[config.mk]
export PLATFORM = sky130hd
export DESIGN_NAME = button_debounce
export DESIGN_NICKNAME = d
export VERILOG_FILES = /design/src/rtl/button_debounce.sv
export SDC_FILE = /design/constraint.sdc
export NUM_CORES = 1
export LEC_CHECK = 0
export BUFFER_PORTS_ARGS = -buffer_cell sky130_fd_sc_hd__buf_2
export CAP_MARGIN = 20
export CORE_MARGIN = 1
export CORE_UTILIZATION = 56
export CTS_CLUSTER_SIZE = 14
export DETAILED_ROUTE_END_ITERATION = 6
export PLACE_DENSITY_LB_ADDON = 0.2
export SETUP_SLACK_MARGIN = 0.3
export SYNTH_ARGS = -nofsm -noshare
export SYNTH_HDL_FRONTEND = slang
export SYNTH_SLANG_ARGS = --single-unit
[constraint.sdc]
create_clock -name clk -period 3.6 [get_ports clk]
set_input_delay 0.18 -clock clk [delete_from_list [all_inputs] [get_ports clk]]
set_output_delay 0.18 -clock clk [all_outputs]
set_load 0.01 [all_outputs]
[src/rtl/button_debounce.sv]
// ============================================================================
// Module   : button_debounce
// Brief    : Per-channel input synchroniser and bounce filter for push
//            buttons. Optional held-key auto-repeat is enabled by defining
//            BUTTON_DEBOUNCE_REPEAT_EN.
// Revision : 1.0 - initial release
// ============================================================================
`default_nettype none

module button_debounce #(
    parameter int N_BTN         = 5,
    parameter int SYNC_STAGES   = 2,
    parameter int STABLE_CYCLES = 1000000,
    parameter int CNT_W         = $clog2(STABLE_CYCLES + 1)
`ifdef BUTTON_DEBOUNCE_REPEAT_EN
    ,
    parameter int REPEAT_DELAY  = 15000000,
    parameter int REPEAT_RATE   = 5000000
`endif
) (
    input  logic             clk,
    input  logic             rst,
    input  logic [N_BTN-1:0] push_raw,
    output logic [N_BTN-1:0] push_debounced
`ifdef BUTTON_DEBOUNCE_REPEAT_EN
    ,
    output logic [N_BTN-1:0] push_repeat
`endif
);

    localparam logic [1:0] c_ST_STABLE_LO = 2'd0;
    localparam logic [1:0] c_ST_WAIT_HI   = 2'd1;
    localparam logic [1:0] c_ST_STABLE_HI = 2'd2;
    localparam logic [1:0] c_ST_WAIT_LO   = 2'd3;

    localparam logic [CNT_W-1:0] c_CNT_ZERO = '0;
    localparam logic [CNT_W-1:0] c_CNT_ONE  = CNT_W'(1);
    localparam logic [CNT_W-1:0] c_CNT_LAST = CNT_W'(STABLE_CYCLES - 1);

`ifdef BUTTON_DEBOUNCE_REPEAT_EN
    localparam int c_REP_MAX = (REPEAT_DELAY > REPEAT_RATE) ? REPEAT_DELAY : REPEAT_RATE;
    localparam int c_REP_W   = $clog2(c_REP_MAX + 1);
    localparam logic [c_REP_W-1:0] c_REP_DELAY_LAST = c_REP_W'(REPEAT_DELAY - 1);
    localparam logic [c_REP_W-1:0] c_REP_RATE_LAST  = c_REP_W'(REPEAT_RATE - 1);
    localparam logic [c_REP_W-1:0] c_REP_ONE        = c_REP_W'(1);
`endif

    for (genvar i = 0; i < N_BTN; i++) begin : g_ch
        logic [SYNC_STAGES-1:0] r_sync;
        logic                   w_s;
        logic [1:0]             r_state;
        logic [1:0]             w_state_nxt;
        logic [CNT_W-1:0]       r_cnt;
        logic [CNT_W-1:0]       w_cnt_nxt;
        logic                   r_deb;
        logic                   w_deb_nxt;

        always_ff @(posedge clk or posedge rst) begin
            if (rst) begin
                r_sync <= '0;
            end else begin
                r_sync <= {r_sync[SYNC_STAGES-2:0], push_raw[i]};
            end
        end

        assign w_s = r_sync[SYNC_STAGES-1];

        always_ff @(posedge clk or posedge rst) begin
            if (rst) begin
                r_state <= c_ST_STABLE_LO;
                r_cnt   <= c_CNT_ZERO;
                r_deb   <= 1'b0;
            end else begin
                r_state <= w_state_nxt;
                r_cnt   <= w_cnt_nxt;
                r_deb   <= w_deb_nxt;
            end
        end

        // Any return to the old level abandons the wait and restarts from zero.
        always_comb begin
            w_state_nxt = r_state;
            w_cnt_nxt   = c_CNT_ZERO;
            case (r_state)
                c_ST_STABLE_LO: begin
                    if (w_s) begin
                        w_state_nxt = c_ST_WAIT_HI;
                        w_cnt_nxt   = c_CNT_ONE;
                    end
                end
                c_ST_WAIT_HI: begin
                    if (!w_s) begin
                        w_state_nxt = c_ST_STABLE_LO;
                    end else if (r_cnt == c_CNT_LAST) begin
                        w_state_nxt = c_ST_STABLE_HI;
                    end else begin
                        w_cnt_nxt = r_cnt + c_CNT_ONE;
                    end
                end
                c_ST_STABLE_HI: begin
                    if (!w_s) begin
                        w_state_nxt = c_ST_WAIT_LO;
                        w_cnt_nxt   = c_CNT_ONE;
                    end
                end
                c_ST_WAIT_LO: begin
                    if (w_s) begin
                        w_state_nxt = c_ST_STABLE_HI;
                    end else if (r_cnt == c_CNT_LAST) begin
                        w_state_nxt = c_ST_STABLE_LO;
                    end else begin
                        w_cnt_nxt = r_cnt + c_CNT_ONE;
                    end
                end
                default: begin
                    w_state_nxt = c_ST_STABLE_LO;
                end
            endcase
        end

        // Output level follows the accepted level, held through the WAIT_LO window.
        always_comb begin
            w_deb_nxt = (w_state_nxt == c_ST_STABLE_HI) || (w_state_nxt == c_ST_WAIT_LO);
        end

        assign push_debounced[i] = r_deb;

`ifdef BUTTON_DEBOUNCE_REPEAT_EN
        logic [c_REP_W-1:0] r_rep_cnt;
        logic               r_rep_phase;
        logic               r_rep_pulse;
        logic               w_rep_hold;
        logic [c_REP_W-1:0] w_rep_last;

        // Counting only while staying in STABLE_HI keeps the release edge pulse-free.
        assign w_rep_hold = (r_state == c_ST_STABLE_HI) && (w_state_nxt == c_ST_STABLE_HI);
        assign w_rep_last = r_rep_phase ? c_REP_RATE_LAST : c_REP_DELAY_LAST;

        always_ff @(posedge clk or posedge rst) begin
            if (rst) begin
                r_rep_cnt   <= '0;
                r_rep_phase <= 1'b0;
                r_rep_pulse <= 1'b0;
            end else if (!w_rep_hold) begin
                r_rep_cnt   <= '0;
                r_rep_phase <= 1'b0;
                r_rep_pulse <= 1'b0;
            end else if (r_rep_cnt == w_rep_last) begin
                r_rep_cnt   <= '0;
                r_rep_phase <= 1'b1;
                r_rep_pulse <= 1'b1;
            end else begin
                r_rep_cnt   <= r_rep_cnt + c_REP_ONE;
                r_rep_pulse <= 1'b0;
            end
        end

        assign push_repeat[i] = r_rep_pulse;
`endif
    end

endmodule

`default_nettype wire

* Word level (Yosys, flattened, before mapping)
Cells that the tools add are included.
** Storage, ports and cells
- Register bits after elaboration :: 125
- Bits in latches :: 0
- Memory bits (writable) :: 0
- Bits in read-only memories :: 0
- Output and inout bits :: 5
- Word-level logic and storage cells :: 130
- Memories kept :: 0
** Operators by class
- Add/sub/neg operators :: 5
- $mul :: 0
- Div/mod/pow operators :: 0
- Magnitude comparators :: 0
- Equal/unequal tests :: 30
- Shift-type cells :: 0
- Multiplexer cells :: 65
- Bitwise gates (word level) :: 0
- Reductions and logical operators :: 10
** Operator list (number)
- $pmux W20 S4 :: 5
- $mux W20 :: 15
- $add A20 B1 Y20 const B :: 5
- $eq A20 B20 Y1 const B :: 5
- $mux W2 :: 30
- $eq A2 B2 Y1 const B :: 20
- $pmux W2 S4 :: 5
- $eq A2 B1 Y1 const B :: 5
- $logic_not A2 Y1 :: 5
- $mux W1 :: 10
- $logic_or A1 B1 Y1 :: 5

* Longest topological paths before layout
Gate-level depths: netlist of run 1.
- Depth after elaboration :: 6
- Mapped depth :: 7

* Worst setup path before layout of run 1
No wires, ideal clock.
- Path kind :: register to register
- Start point :: register g_ch[0].r_cnt[0]
- End point :: register g_ch[0].r_deb
- Arrival time :: 1.933 ns
- Data required time :: 3.475 ns
- Slack :: 1.542 ns
- Stages on the path, launching flop included :: 6
- Path buffers :: 0
- Clock period less this slack :: 2.058 ns
- Cell sequence :: dfrtp_1 -> ha_1 -> nand4_1 -> or4_1 -> nor3_1 -> mux2_2
** On the way
- Word-level cells in the longest chain between the ends :: 6
** Ends and longest elaborated chain
- start: declaration :: line 53 : logic [CNT_W-1:0] r_cnt;
- start signal: assignment :: line 71 : r_cnt <= c_CNT_ZERO;
- start signal: assignment :: line 75 : r_cnt <= w_cnt_nxt;
- $eq A20 B20 Y1 (*) :: line 94, 109
- $mux W2, on equally long branches :: line 109, 94
- $mux W2, on equally long branches :: line 107, 92
- $pmux W2 S4 (*) :: line 84 : case (r_state)
- $eq A2 B2 Y1 :: line 123 : w_deb_nxt = (w_state_nxt == c_ST_STABLE_HI) || (w_state_nxt == c_ST_WAIT_LO);
- $logic_or A1 B1 Y1 (*) :: line 123
- via g_ch[0].w_deb_nxt :: line 56 : logic w_deb_nxt;
- end signal: assignment :: line 76 : r_deb <= w_deb_nxt;
- end: declaration :: line 55 : logic r_deb;
Mark *: on every way through the listed nets, which the timed path passes. The rest lies on a longest branch.

* Worst setup path in the final report of run 1
- Start point :: register g_ch[0].r_cnt[0]
- End point :: register g_ch[0].r_cnt[6]
** On the way
- Word-level cells in the longest chain between the ends :: 4
** Ends and longest elaborated chain
- $add A20 B1 Y20 or $eq A20 B20 Y1 (tied branches)
- $mux W20 (*) :: line 94, 109
- $mux W20, on equally long branches :: line 107, 92
- $pmux W20 S4 (*) :: line 84
- via g_ch[0].w_cnt_nxt[6] :: line 54 : logic [CNT_W-1:0] w_cnt_nxt;
Marked as above.

==> flow_summary.rst, run 1 <==
.. list-table::
   :header-rows: 1

   * - Metric
     - Value
   * - Result of the run
     - completed
   * - Crit-path cells
     - ha_1 -> nand4_1 -> or4_1 -> o21ai_2 -> nor2_1
   * - Number of gates given a new drive strength after cts
     - 0
   * - Cts bufs inserted
     - 17
   * - Avg Inst Size Synth
     - 10.0 um^2
   * - Total setup violations reported at the end of the flow
     - 0
   * - Final hold viol count
     - 0
   * - Slew at the pin closest to its max-slew limit
     - 0.919 ns
   * - Area inside the core boundary
     - 0.0103 mm^2
   * - I/O Buffers
     - 11
   * - H-tree Lvls
     - 4
   * - Slew Limit Headroom
     - 38.6%
   * - Most instantiated library cell after synthesis
     - dfrtp_1
   * - Startpoint of the worst setup timing path
     - g_ch[0].r_cnt[0]$_DFF_PP0_
   * - CP Capture Type
     - flip-flop
   * - Number of warnings reported in the yosys synthesis log
     - 0
   * - Unrepaired setup endpoints after global routing
     - false
   * - Number of instances on the worst hold path
     - 2
   * - Cell type of the slowest stage on the worst timing path
     - o21ai_2
   * - Synth top area share
     - 52.6%
   * - Routed vias/inst
     - 5.75
   * - Estimated wirelength of the detail-placed design
     - 7080 um
   * - Post-layout minimum cycle time
     - 2.36 ns
   * - Min-Delay Path Class
     - in -> reg
   * - Die outline area
     - 0.0110 mm^2
   * - R2R Path End
     - g_ch[0].r_cnt[6]$_DFF_PP0_
   * - # rows
     - 37
   * - Count of non-filler cells in the finished layout
     - 753
   * - Vias in the first global route
     - 4082
   * - First-pass GRT wire length
     - 18500 um
   * - Minimum setup slack in the final design
     - 1.24 ns
   * - Distinct cell type count after synthesis
     - 45
   * - Antenna fix cells
     - 0
   * - Count of flip-flops with a built-in enable after synthesis
     - 0
   * - GR Overflow Total
     - 0
   * - Post-synthesis sequential area ratio
     - 52.6%
   * - Clock tree from TritonCTS
     - yes
   * - Via count
     - 4333
   * - Static Leak
     - 2.65 nW
   * - Final Slew Violations
     - 0
   * - Drt first-iter violations
     - 177
   * - Die span in x
     - 105 um
   * - Maximum fanout count along the critical path
     - 19
   * - Worst r2r src
     - g_ch[0].r_cnt[0]$_DFF_PP0_
   * - Share of post-route cells with drive strength above 1
     - 10.9%
   * - Post-synthesis sequential element count
     - 124
   * - Clk Tree Root Cell
     - clkbuf_8
   * - Place WS
     - 1.27 ns
   * - Final total negative setup slack
     - 0 ns
   * - Max-Cap Viols
     - 0
   * - DRT antenna net count
     - 0
   * - Initial antenna violation count
     - 0
   * - Synth cell count leaders
     - dfrtp_1, nor2_1, xnor2_1, nand3_1, nand2_1
   * - Most common flop cell mapped by yosys
     - dfrtp_1
   * - Maximum achievable frequency
     - 0.424 GHz
   * - Global placer's final weighted congestion
     - 0.807
   * - Crit share post-route
     - 65.5%
   * - Post-Syn Nets
     - 600
   * - Height of the chip
     - 105 um
   * - Largest stage delay on the critical path
     - 0.69 ns
   * - Share of async-settable or async-resettable flops after synthesis
     - 100%
   * - Nature of the critical path startpoint
     - flip-flop
   * - Worst Skew
     - 0.00450 ns
   * - PD cells
     - 478 mW/mm^2
   * - Largest net degree at the start of global routing
     - 53
   * - CTS clock-pin slew for the worst setup and hold paths
     - 0.06 ns
   * - Clock Path Buffers
     - 2
   * - Critical path class
     - reg -> reg
   * - Cell count after synthesis
     - 588
   * - Detail-routed net length per standard cell
     - 14.3 um
   * - Worst-skew pair later-pin latency
     - 0.52 ns
   * - Sink Count
     - 124
   * - Synthesis-to-finish area growth
     - 13.8%
   * - Starting density of the core
     - 57.4%
   * - Post-route DRC
     - 0
   * - Detailed-router iteration count before antenna repair
     - 4
   * - Path depth of the worst reg2reg path
     - 5
   * - Capture point of the critical path
     - g_ch[0].r_cnt[6]$_DFF_PP0_
   * - Total power
     - 0.00321 W
   * - Io pins
     - 12
   * - Total routed wirelength
     - 10800 um
   * - Net count reported at finish
     - 616
   * - Placed Cells incl. Taps
     - 715
   * - Data arrival at the endpoint of the critical path
     - 2.73 ns
   * - R2r setup slk
     - 1.24 ns
   * - Tot GR Track Use
     - 21.4%
   * - Post-synthesis cell area
     - 0.00590 mm^2
   * - Synth area leader
     - dfrtp_1
   * - Data required time of the critical path
     - 3.97 ns
   * - Synth top area cells
     - dfrtp_1, xnor2_1, nor2_1, xor2_1, nand3_1
   * - Maximum ir drop on the vdd rail
     - 0.401 mV
   * - Final core utilization
     - 65.3%
-- worst max-delay path, delay by kind of cell, from the launching register on --
family          cells  cell delay [ns]
fa+ha+maj           1             0.24
compound gates      1             0.69
simple gates        3             0.85
flops               1             0.41
-- cell usage in the layout (no fill, tap or decap), types with 13 or more instances in the layout --
cell,instances
nand3_1,36
o21ai_0,16
xor2_1,29
nand2_1,31
a21oi_1,28
xnor2_1,37
nand4_1,23
nor3_1,13
nor2_1,82
inv_1,24
clkbuf_16,16
or4_1,17
dfrtp_1,124
-- cell families after synthesis --
group	synth area share, %
simple gates	24.3
buf+inv	3.77
xor+xnor	9.79
fa+ha+maj	1.06
mux	1.72
flops	52.6
compound gates	6.81
-- registers in the layout, indices dropped and copies added, names as in the netlist --
| register | cells |
|---|---|
| g_ch.r_cnt | 100 |
| g_ch.r_sync | 10 |
| g_ch.r_state | 9 |
| g_ch.r_deb | 5 |
-- power breakdown --
group / internal (W) / switching [W] / total [W] / leakage [nW]
logic: 0.0000245 / 0.0000573 / 0.0000817 / 0.682
clock network: 0.00111 / 0.000598 / 0.00170 / 0.283
registers: 0.00141 / 0.0000130 / 0.00142 / 1.69
-- metrics by stage --
stage / hold slack, ns / area, um^2
floorplan: 0.211 / 5910
global placement: 0.292 / 6050
detailed placement: 0.293 / 6050
CTS: 0.277 / 6710
global route: 0.277 / 6710
finish: 0.301 / 6710
-- layout make-up --
cell class                      instances  area, um^2
Clock buffer                           22         463
Clock inverter                         10         139
Fill cell                             820        3560
Inverter                               25        97.6
Multi-Input combinational cell        414        2580
Sequential cell                       124        3100
Tap cell                              136         170
Timing Repair Buffer                   22         165
-- per-layer routing --
metal	share of wire, %	track usage [%]	vias to the layer above	routed length [um]
li1	-	-	2112	-
met1	47	28.0	2129	5040
met2	47	33.1	74	5100
met3	4.2	6.36	18	449
met4	1.9	9.46	0	208
met5	0	0	-	0
-- repair_timing --
| item | in CTS | in global routing |
|---|---|---|
| endpoints found under the hold margin | 46 | 0 |
| buffers inserted | 0 | 0 |
| hold buffers | 6 | 0 |
-- worst min path at each step --
stage                     slack (ns)                           to        start
after floorplan                 0.21  g_ch[0].r_sync[0]$_DFF_PP0_  push_raw[0]
after global placement          0.29  g_ch[0].r_sync[0]$_DFF_PP0_  push_raw[0]
after detailed placement        0.29  g_ch[0].r_sync[0]$_DFF_PP0_  push_raw[0]
after CTS                       0.28  g_ch[1].r_sync[0]$_DFF_PP0_  push_raw[1]
after global routing            0.28  g_ch[0].r_sync[0]$_DFF_PP0_  push_raw[0]
final                           0.30  g_ch[0].r_sync[0]$_DFF_PP0_  push_raw[0]
Power figures use the tool's default switching activity.
==> run 2: changes to the inputs <==
==> constraint.sdc (replaced) <==
create_clock -name clk -period 2.1 [get_ports clk]
set_input_delay 0.105 -clock clk [delete_from_list [all_inputs] [get_ports clk]]
set_output_delay 0.105 -clock clk [all_outputs]
set_load 0.01 [all_outputs]
==> run 2 against run 1 <==
Against the previous run: register-to-register slack worse by 1.1 ns; final cell count is 7.3% higher; wire length is 18% higher; clock power is 65% higher; design area is 11% higher; critical endpoint is now g_ch[3].r_cnt[12]$_DFF_PP0_.
==> flow_summary.rst, run 2 (synthesized netlist as in run 1, its figures left out) <==
.. list-table::
   :header-rows: 1

   * - Metric
     - Value
   * - Tot GR Track Use
     - 23.4%
   * - Max-Cap Viols
     - 0
   * - Routed vias/inst
     - 5.68
   * - Detailed-router iteration count before antenna repair
     - 4
   * - Height of the chip
     - 105 um
   * - CP Capture Type
     - flip-flop
   * - Min-Delay Path Class
     - in -> async
   * - Final total negative setup slack
     - 0 ns
   * - Critical path class
     - reg -> reg
   * - Estimated wirelength of the detail-placed design
     - 7420 um
   * - Post-route DRC
     - 0
   * - Cts bufs inserted
     - 17
   * - Global placer's final weighted congestion
     - 0.787
   * - Number of flip-flops in the largest register
     - 100
   * - Slew Limit Headroom
     - 60.3%
   * - Register ranked first by flip-flop count
     - g_ch.r_cnt
   * - PD cells
     - 731 mW/mm^2
   * - Drt first-iter violations
     - 168
   * - Maximum ir drop on the vdd rail
     - 0.638 mV
   * - Data required time of the critical path
     - 2.55 ns
   * - Largest net degree at the start of global routing
     - 48
   * - Initial antenna violation count
     - 0
   * - Most frequent standard cell in the layout excluding fill and tap cells
     - dfrtp_1
   * - Antenna fix cells
     - 0
   * - Die outline area
     - 0.0110 mm^2
   * - Maximum achievable frequency
     - 0.519 GHz
   * - Slew at the pin closest to its max-slew limit
     - 0.594 ns
   * - GR Overflow Total
     - 0
   * - Clk Tree Root Cell
     - clkbuf_8
   * - Starting density of the core
     - 57.4%
   * - Io pins
     - 12
   * - Vias in the first global route
     - 4593
   * - Final hold viol count
     - 0
   * - I/O Buffers
     - 11
   * - R2R Path End
     - g_ch[3].r_cnt[12]$_DFF_PP0_
   * - Total setup violations reported at the end of the flow
     - 0
   * - Nature of the critical path startpoint
     - flip-flop
   * - Most frequent cells in the layout
     - dfrtp_1, nor2_1, buf_4
   * - Data arrival at the endpoint of the critical path
     - 2.37 ns
   * - Net count reported at finish
     - 671
   * - Sink Count
     - 124
   * - Static Leak
     - 2.99 nW
   * - Total routed wirelength
     - 12700 um
   * - Path depth of the worst reg2reg path
     - 6
   * - Final Slew Violations
     - 0
   * - Unrepaired setup endpoints after global routing
     - true
   * - Clock Path Buffers
     - 2
   * - Die span in x
     - 105 um
   * - Minimum setup slack in the final design
     - 0.175 ns
   * - CTS clock-pin slew for the worst setup and hold paths
     - 0.06 ns
   * - First-pass GRT wire length
     - 20500 um
   * - Result of the run
     - completed
   * - Worst Skew
     - 0.00707 ns
   * - Clock tree from TritonCTS
     - yes
   * - Worst-skew pair later-pin latency
     - 0.53 ns
   * - R2r setup slk
     - 0.17 ns
   * - Biggest registers after layout
     - g_ch.r_cnt x100, g_ch.r_sync x10, g_ch.r_state x9
   * - Maximum fanout count along the critical path
     - 5
   * - Synthesis-to-finish area growth
     - 26.6%
   * - Crit share post-route
     - 91.7%
   * - Detail-routed net length per standard cell
     - 15.8 um
   * - Place WS
     - 0.0716 ns
   * - Via count
     - 4586
   * - Worst r2r src
     - g_ch[3].r_cnt[0]$_DFF_PP0_
   * - Area inside the core boundary
     - 0.0103 mm^2
   * - Post-layout minimum cycle time
     - 1.93 ns
   * - Share of post-route cells with drive strength above 1
     - 26.9%
   * - # rows
     - 37
   * - Final core utilization
     - 72.7%
   * - H-tree Lvls
     - 4
   * - DRT antenna net count
     - 0
## run 2: changes by cell type in the layout (fill, tap and decap cells not counted), moves of 6 or more
cell	delta
buf_4	+47
nor2_1	-14
nor2_4	+9
a21oi_1	-7
a21oi_2	+7
or4_1	-7
or4_4	+7
dfrtp_1	-6
dfrtp_2	+6
## run 2: power breakdown
group	internal (W)	switching, W	leakage, nW
Clock	0.00172	0.00109	0.267
Sequential	0.00242	0.0000228	1.68
Combinational	0.0000813	0.000127	1.05
## run 2: worst max-delay path by stage
stage / from / endpoint / slack, ns / depth (start not counted)
floorplan: g_ch[3].r_cnt[0]$_DFF_PP0_ / g_ch[3].r_cnt[18]$_DFF_PP0_ / 0.19 / 6
global placement: g_ch[3].r_cnt[0]$_DFF_PP0_ / g_ch[3].r_cnt[18]$_DFF_PP0_ / 0.12 / 5
detailed placement: g_ch[3].r_cnt[0]$_DFF_PP0_ / g_ch[3].r_cnt[18]$_DFF_PP0_ / 0.07 / 5
CTS: g_ch[3].r_cnt[1]$_DFF_PP0_ / g_ch[3].r_cnt[18]$_DFF_PP0_ / 0.21 / 5
global route: g_ch[3].r_cnt[1]$_DFF_PP0_ / g_ch[3].r_cnt[12]$_DFF_PP0_ / 0.13 / 6
finish: g_ch[3].r_cnt[0]$_DFF_PP0_ / g_ch[3].r_cnt[12]$_DFF_PP0_ / 0.17 / 6
## run 2: layer usage
metal,up-vias,part of all wire (%),GRT usage [%]
li1,2217,-,-
met5,-,0,0
met2,71,51,38.2
met3,31,2.8,6.18
met1,2267,45,29.8
met4,0,1.9,9.76
## run 2: repair_timing
action	CTS	global route
hold buffers	6	0
resized for setup	11	70
cloned	0	1
endpoints found under the hold margin	27	0
setup buffers	15	21
pin swaps	7	25
setup endpoints to repair	30	58
## run 2: per-stage QoR
step | total power, W | instances | hold slack [ns] | instance area (um^2)
floorplan | 0.00258 | 588 | 0.136 | 5980
global placement | 0.00262 | 733 | 0.202 | 6240
detailed placement | 0.00263 | 733 | 0.209 | 6240
CTS | 0.00546 | 786 | 0.188 | 7040
global route | 0.00563 | 808 | 0.209 | 7470
finish | 0.00546 | 808 | 0.192 | 7470
## run 2: worst max-delay path: stages (launching register included)
cell and delay, ns:
dfrtp_1 0.39, ha_4 0.18, nand2_4 0.07, or4_4 0.56, buf_4 0.16, or3_1 0.33
a21oi_2 0.16
## run 2: layout make-up
class / instances / area [um^2]
Timing Repair Buffer: 77 / 629
Clock inverter: 13 / 143
Fill cell: 720 / 2800
Clock buffer: 19 / 432
Multi-Input combinational cell: 414 / 2890
Sequential cell: 124 / 3110
Tap cell: 136 / 170
Inverter: 25 / 97.6
